===== config.mk =====
export PLATFORM = sky130hd
export DESIGN_NAME = axi3_sram_rd_slave
export DESIGN_NICKNAME = d
export VERILOG_FILES = /design/src/rtl/axi3_sram_rd_slave.sv
export SDC_FILE = /design/constraint.sdc
export NUM_CORES = 1
export LEC_CHECK = 0
export ABC_AREA = 1
export CAP_MARGIN = 30
export CORE_MARGIN = 5
export CORE_UTILIZATION = 54
export CTS_CLUSTER_SIZE = 30
export DETAILED_ROUTE_END_ITERATION = 7
export HOLD_SLACK_MARGIN = 0.1
export MAX_ROUTING_LAYER = met4
export PLACE_DENSITY = 0.82
export SLEW_MARGIN = 20
export SYNTH_ARGS = -nofsm -noshare
export SYNTH_HDL_FRONTEND = slang
export SYNTH_SLANG_ARGS = --single-unit
export TNS_END_PERCENT = 100

===== constraint.sdc =====
create_clock -name aclk -period 8.3 [get_ports aclk]
set_input_delay 2.49 -clock aclk [delete_from_list [all_inputs] [get_ports aclk]]
set_output_delay 2.49 -clock aclk [all_outputs]
set_load 0.005 [all_outputs]

===== src/rtl/axi3_sram_rd_slave.sv =====
// rtl/axi3_sram_rd_slave.sv - AXI3 read-only slave serving bursts from a single-port SRAM
// One SRAM read per beat; every accepted burst returns len+1 beats even when they carry errors.
module axi3_sram_rd_slave #(
  parameter int ID_WIDTH   = 4,
  parameter int ADDR_WIDTH = 32,
  parameter int DATA_WIDTH = 32,
  parameter int MEM_AW     = 10
) (
  input  logic                  aclk,
  input  logic                  areset_n,
  input  logic [ID_WIDTH-1:0]   arid,
  input  logic [ADDR_WIDTH-1:0] araddr,
  input  logic [3:0]            arlen,
  input  logic [2:0]            arsize,
  input  logic [1:0]            arburst,
  input  logic [1:0]            arlock,
  input  logic [3:0]            arcache,
  input  logic [2:0]            arprot,
  input  logic                  arvalid,
  output logic                  arready,
  output logic [ID_WIDTH-1:0]   rid,
  output logic [DATA_WIDTH-1:0] rdata,
  output logic [1:0]            rresp,
  output logic                  rlast,
  output logic                  rvalid,
  input  logic                  rready,
  output logic                  mem_re,
  output logic [MEM_AW-1:0]     mem_addr,
  input  logic [DATA_WIDTH-1:0] mem_rdata
);

  localparam int B = $clog2(DATA_WIDTH / 8);
  localparam logic [2:0] MAX_SIZE = 3'(B);
  localparam logic [ADDR_WIDTH-1:0] ONE = {{(ADDR_WIDTH-1){1'b0}}, 1'b1};
  localparam logic [1:0] OKAY   = 2'b00;
  localparam logic [1:0] SLVERR = 2'b10;
  localparam logic [1:0] DECERR = 2'b11;

  typedef enum logic [1:0] {IDLE, RD, RESP} state_t;

  state_t                  state;
  logic [ADDR_WIDTH-1:0]   addr_q;
  logic [3:0]              len_q;
  logic [2:0]              size_q;
  logic [1:0]              burst_q;
  logic [3:0]              beat_q;
  logic                    slv_q;
  logic                    first_q;
  logic [DATA_WIDTH-1:0]   rdata_hold;

  logic [ADDR_WIDTH-1:0]   addr_nxt;
  logic [ADDR_WIDTH-1:0]   iss_addr;
  logic                    iss_slv;
  logic [1:0]              iss_resp;

  logic unused_sideband;
  assign unused_sideband = ^{arlock, arcache, arprot};

  // Burst-wide errors are decided once at AR time and then apply to every beat.
  function automatic logic burst_err(input logic [ADDR_WIDTH-1:0] a, input logic [3:0] len,
                                     input logic [2:0] size, input logic [1:0] burst);
    logic [ADDR_WIDTH-1:0] s_mask;
    logic                  wrap_len_ok;
    s_mask      = (ONE << size) - ONE;
    wrap_len_ok = (len == 4'd1) || (len == 4'd3) || (len == 4'd7) || (len == 4'd15);
    return (size > MAX_SIZE) || (burst == 2'b11) ||
           ((burst == 2'b10) && (!wrap_len_ok || ((a & s_mask) != '0)));
  endfunction

  function automatic logic dec_err(input logic [ADDR_WIDTH-1:0] a);
    return a[ADDR_WIDTH-1:MEM_AW+B] != '0;
  endfunction

  function automatic logic [ADDR_WIDTH-1:0] next_addr(input logic [ADDR_WIDTH-1:0] a,
                                                      input logic [3:0] len,
                                                      input logic [2:0] size,
                                                      input logic [1:0] burst);
    logic [ADDR_WIDTH-1:0] s;
    logic [ADDR_WIDTH-1:0] w;
    s = ONE << size;
    w = {{(ADDR_WIDTH-5){1'b0}}, ({1'b0, len} + 5'd1)} << size;
    case (burst)
      2'b01:   return (a & ~(s - ONE)) + s;
      2'b10:   return (a & ~(w - ONE)) | ((a + s) & (w - ONE));
      default: return a;
    endcase
  endfunction

  // The beat about to be issued comes from the AR channel in IDLE, else from the burst state.
  always_comb begin
    addr_nxt = next_addr(addr_q, len_q, size_q, burst_q);
    if (state == IDLE) begin
      iss_addr = araddr;
      iss_slv  = burst_err(araddr, arlen, arsize, arburst);
    end else begin
      iss_addr = addr_nxt;
      iss_slv  = slv_q;
    end
    iss_resp = iss_slv ? SLVERR : (dec_err(iss_addr) ? DECERR : OKAY);
  end

  // SRAM data is live only in the first RESP cycle; after that the hold copy keeps rdata stable.
  assign rdata = first_q ? ((rresp == OKAY) ? mem_rdata : '0) : rdata_hold;

  always_ff @(posedge aclk) begin
    if (!areset_n) begin
      state      <= IDLE;
      arready    <= 1'b0;
      rvalid     <= 1'b0;
      rlast      <= 1'b0;
      rid        <= '0;
      rresp      <= OKAY;
      mem_re     <= 1'b0;
      mem_addr   <= '0;
      rdata_hold <= '0;
      first_q    <= 1'b0;
      addr_q     <= '0;
      len_q      <= '0;
      size_q     <= '0;
      burst_q    <= '0;
      beat_q     <= '0;
      slv_q      <= 1'b0;
    end else begin
      first_q <= 1'b0;
      if (first_q) rdata_hold <= rdata;
      case (state)
        IDLE: begin
          if (arvalid && arready) begin
            rid      <= arid;
            addr_q   <= araddr;
            len_q    <= arlen;
            size_q   <= arsize;
            burst_q  <= arburst;
            beat_q   <= '0;
            slv_q    <= iss_slv;
            arready  <= 1'b0;
            mem_re   <= (iss_resp == OKAY);
            mem_addr <= iss_addr[MEM_AW+B-1:B];
            rresp    <= iss_resp;
            state    <= RD;
          end else begin
            arready <= 1'b1;
          end
        end
        RD: begin
          mem_re  <= 1'b0;
          rvalid  <= 1'b1;
          rlast   <= (beat_q == len_q);
          first_q <= 1'b1;
          state   <= RESP;
        end
        RESP: begin
          if (rready) begin
            rvalid <= 1'b0;
            rlast  <= 1'b0;
            if (rlast) begin
              arready <= 1'b1;
              state   <= IDLE;
            end else begin
              beat_q   <= beat_q + 4'd1;
              addr_q   <= addr_nxt;
              mem_re   <= (iss_resp == OKAY);
              mem_addr <= iss_addr[MEM_AW+B-1:B];
              rresp    <= iss_resp;
              state    <= RD;
            end
          end
        end
        default: state <= IDLE;
      endcase
    end
  end

endmodule


# ---- Word level (Yosys, flattened, before mapping)
# Index checks and enable logic that the tools add are counted.
dict set report totals {
  register_bits 101
  inputBits 90
  output_inout_bits 52
}
dict set report op_classes {
  n_shift 3
  mux 39
  add_sub_neg 7
  reduce_logical 23
  bitwise_logic 7
  n_lt_le_gt_ge 1
  n_eq_ne 15
}
# op n
set ops {}
lappend ops {{two-way mux 32 bit} 6}
lappend ops {{bitwise AND 32 bit} 4}
lappend ops {{one-hot mux 32 bit (2 select lines)} 2}
lappend ops {{subtractor 32 x 1 -> 32 bit, second input constant} 3}
lappend ops {{adder 32 bit} 2}
lappend ops {{NOT 32 bit} 2}
lappend ops {{<< shifter 1 x 3 -> 32 bit, first input constant} 2}
lappend ops {{OR 32 bit} 1}
lappend ops {{nonzero test 32 bit} 1}
lappend ops {{<< shifter 5 x 3 -> 32 bit} 1}
lappend ops {{two-way mux 10 bit} 3}
lappend ops {{one-hot mux 10 bit (2 select lines)} 1}
lappend ops {{nonzero test 20 bit} 1}
lappend ops {{two-way mux 2 bit} 7}
lappend ops {{two-way mux 4 bit} 3}
lappend ops {{two-way mux 1 bit} 10}
lappend ops {{== test 2 bit, second input constant} 4}
lappend ops {{one-hot mux 4 bit (2 select lines)} 1}
lappend ops {{AND reduction 4 bit} 2}
lappend ops {{logical NOT 2 bit} 3}
lappend ops {{logical OR 1 bit} 6}
lappend ops {{!= test 2 bit, second input constant} 3}
lappend ops {{one-hot mux 1 bit (2 select lines)} 3}
lappend ops {{one-hot mux 2 bit (3 select lines)} 1}
lappend ops {{18 further kinds} 23}

# ---- Logic depth before layout (Yosys ltp)
dict set report depth {
  word_depth 15
  mapped_depth 28
  mapped_depth_nobuf 27
}

# ---- Worst setup path after synthesis
# OpenSTA, ideal clock, no wires.
dict set report synth_path {
  path_kind {input-to-output}
  startpoint {input port mem_rdata[0]}
  endpoint {output port rdata[0]}
  setup_slack_ps 3156
  stages 2
  t_arrival_ps 2654
  required_ps 5810
  cell_sequence {nand3_1 -> nand2_1}
}
dict set report synth_via {
  elab_chain_cells 2
}
# element line_no
set synth_rtl {}
lappend synth_rtl {{start, declared} 29} ;# input logic [DATA_WIDTH-1:0] mem_rdata
lappend synth_rtl {{two-way mux 32 bit (2 in a row)} 103} ;# assign rdata = first_q ? ((rresp == OKAY) ? mem_rdata : '0) : rdata_hold;
lappend synth_rtl {{end, declared} 22} ;# output logic [DATA_WIDTH-1:0] rdata,
# Every way passes these cells.

# ---- Final worst setup path
dict set report layout_path {
  startpoint {input port mem_rdata[16]}
  endpoint {output port rdata[16]}
}
# The elaborated chain is that of the path after synthesis.

==> impl_metrics.yaml <==
die:
  initial_core_util: 0.544
  core_area_sq_mm: 0.0157
  die_h_um: 136
  io_pins: 142
  dieArea_sq_mm: 0.0184
  row_count: 46
  die_w_um: 136
critical_path:
  slowest_stage: "clkdlybuf4s50_1"
  endpoint_kind: "primary output"
  cp_slowest_stage_delay_ns: 0.50
  worstPathRequired_ns: 5.81
  crit_path_start: "mem_rdata[16]"
  worst_ep_arrival_time_ns: 3.69
  startpoint_type: "input pin"
  reg2reg_depth: 27
  cp_max_fo: 2
  path_cells: "clkdlybuf4s50_1 -> nand3_1 -> nand2_1 -> clkdlybuf4s50_1"
  critPathMostFrequentCell: "clkdlybuf4s50_1"
  critPathKind: "in -> out"
  r2r-start: "size_q[0]"
synth:
  synthDistinctLibCells: 52
  netlist_instances: 1470
  synth.top_cell.area_share: 0.237
  ys_async_sr_fraction: 0
  synth_edf_count: 0
  syn_area_sq_mm: 0.00852
  syn_area_per_cell_sq_um: 5.79
  ys_seq_area_frac: 0.237
  ys_warn_count: 0
  synthTopCellsByArea: "dfxtp_1 (24%), nand2_1 (20%), nand3_1 (11%)"
  synthesis.nets: 1581
  synth_largest_area_cell: "dfxtp_1"
  ys_seq_elements: 101
  yosys_most_used_dff: "dfxtp_1"
power_and_ir_drop:
  power_frac_clock: 0.184
  p_total_mw: 2.29
  switchingPower_mw: 1.09
  p_comb_frac: 0.513
  p_per_area_mw_per_mm2: 223
  p_seq_frac: 0.304
  swShare: 0.477
  p_int_mw: 1.20
  vdd_drop_max_mv: 0.163
  p_leak_nw: 4.63
global_route:
  antenna_found_initial: 0
  grt_usage: 0.317
  grt_pass1_vias: 9253
  grt_overflow: 0
  grt_max_degree: 77
  grt_first_pass_wirelength_um: 45900
placement:
  dp_hpwl_um: 22300
  gp_congestion: 0.993
  portBuffers: 132
clocking:
  hold_buffers: 0
  cts-root-buf: "clkbuf_16"
  cts_tree: "done"
  clockBufferDepth: 2
  ctsResizeCount: 0
  cts_sinks: 101
  clkSlewWorstSetupHoldPaths_ns: 0.07
  cts_setup_buffers: 0
  cts_buffers: 9
  ctsHtreeMaxLevel: 3
  clk_latency_ns: 0.35
flow_run:
  maxCapViolations: 0
sta:
  worst_pin_slew_ns: 0.961
  post-route-period-util: 0.745
  period_minus_slack_ns: 6.18
  slew_headroom: 0.359
  rsz0062_at_grt: "false"
  hold_viol_final: 0
  fmax_mhz: 162
  setup_viol_count_final: 0
  slew_violations: 0
  fin_tns_setup_ns: 0
  fin_worst_skew_ns: 0.0156
drt:
  first_iter_violations: 955
  routed_via_density: 5.68
  wl_per_cell_um: 16.2
  firstDrtPassIters: 6
  drc: 0
  routed_wl_um: 28900
  ant_nets: 0
  vias: 10100
run_status:
  status: "finished clean"
final_layout:
  synthToLayoutAreaGrowth_pct: 20.3
  nFillCells: 1522
  drive_gt1_frac: 0.0562
  diodes: 0
  final-seq-area_sq_mm: 0.00202
  multi_input_area_sq_mm: 0.00566
  mostFrequentLayoutCell: "nand2_1"
  layout_common_cells: "nand2_1 (456), nand3_1 (181), a21oi_1 (141), inv_1 (137), clkdlybuf4s50_1 (132)"
  nets: 1671
min_path:
  hold_start: "mem_addr[9]"
  worstHoldPathType: "reg -> reg"
  hold_path_depth: 2
## path summary, 6_finish.rpt
check | endpoint | slack [ns]
min | mem_addr[9] | 0.47
max reg2reg | mem_re | 3.90
max | rdata[16] | 2.12
min reg2reg | mem_addr[9] | 0.47
## power by group through the flow
stage	registers (mW)	logic, mW	clock network [mW]
6_report	0.694	1.17	0.420
5_1_grt	0.701	1.30	0.449
4_1_cts	0.687	1.15	0.425
3_5_place_dp	0.697	1.14	0
3_3_place_gp	0.695	1.11	0
2_1_floorplan	0.638	0.812	0
## per-stage QoR
step | cell area (sq um) | worst slack (ns) | instances | utilization | hold WS, ns
after floorplan | 8520 | 3.16 | 1470 | - | 0.451
after global placement | 9890 | 2.07 | 1762 | 0.632 | 0.453
after detailed placement | 9930 | 2.09 | 1764 | 0.634 | 0.457
after CTS | 10200 | 2.09 | 1780 | 0.653 | 0.469
after global routing | 10200 | 2.03 | 1781 | 0.654 | 0.490
final | 10200 | 2.12 | 1781 | 0.654 | 0.468
## registers in the layout, summed over array words and instances, names as in the netlist, named ones only
register	count
size_q	3
mem_addr	10
rvalid	1
first_q	1
rdata_hold	32
state	2
slv_q	1
rresp	2
addr_q	30
rlast	1
rid	4
arready	1
beat_q	4
burst_q	2
len_q	4
mem_re	1
## cell families after synthesis
family,Yosys count,synth area share
simple gates,865,0.453
compound gates,247,0.157
buf+inv,214,0.0989
flops,101,0.237
xor+xnor,22,0.0226
fa+ha+maj,21,0.0317
## cells in the mapped netlist (all sizes together), types with 17 or more instances
| cell type | number |
|---|---|
| nand2 | 469 |
| nand3 | 195 |
| inv | 148 |
| a21oi | 143 |
| nor2 | 127 |
| dfxtp | 101 |
| o21ai | 83 |
| clkbuf | 46 |
| nand4 | 40 |
| ha | 20 |
| nor3 | 17 |
## per-layer routing
metal | global-route usage | vias to the layer above | wire, um | share of wire
met5 | - | - | 0 | 0
met4 | 0.0901 | 0 | 656 | 0.023
met3 | 0.0557 | 48 | 2750 | 0.095
met2 | 0.488 | 479 | 13000 | 0.45
met1 | 0.429 | 4558 | 12500 | 0.43
li1 | - | 5025 | - | -
## critical path, delay by kind of cell
family / cells / cell delay, ns
simple gates: 2 / 0.20
buf+inv: 2 / 1.00
## layout make-up
class,instances,share of cell area
tap,216,0.0264
sequential,101,0.197
inverter,152,0.0557
clock inverter,7,0.00733
multi-input combinational,1155,0.553
clock buffer,9,0.0220
timing repair buffer,141,0.138
No activity file was read; power rests on OpenSTA's default activity.
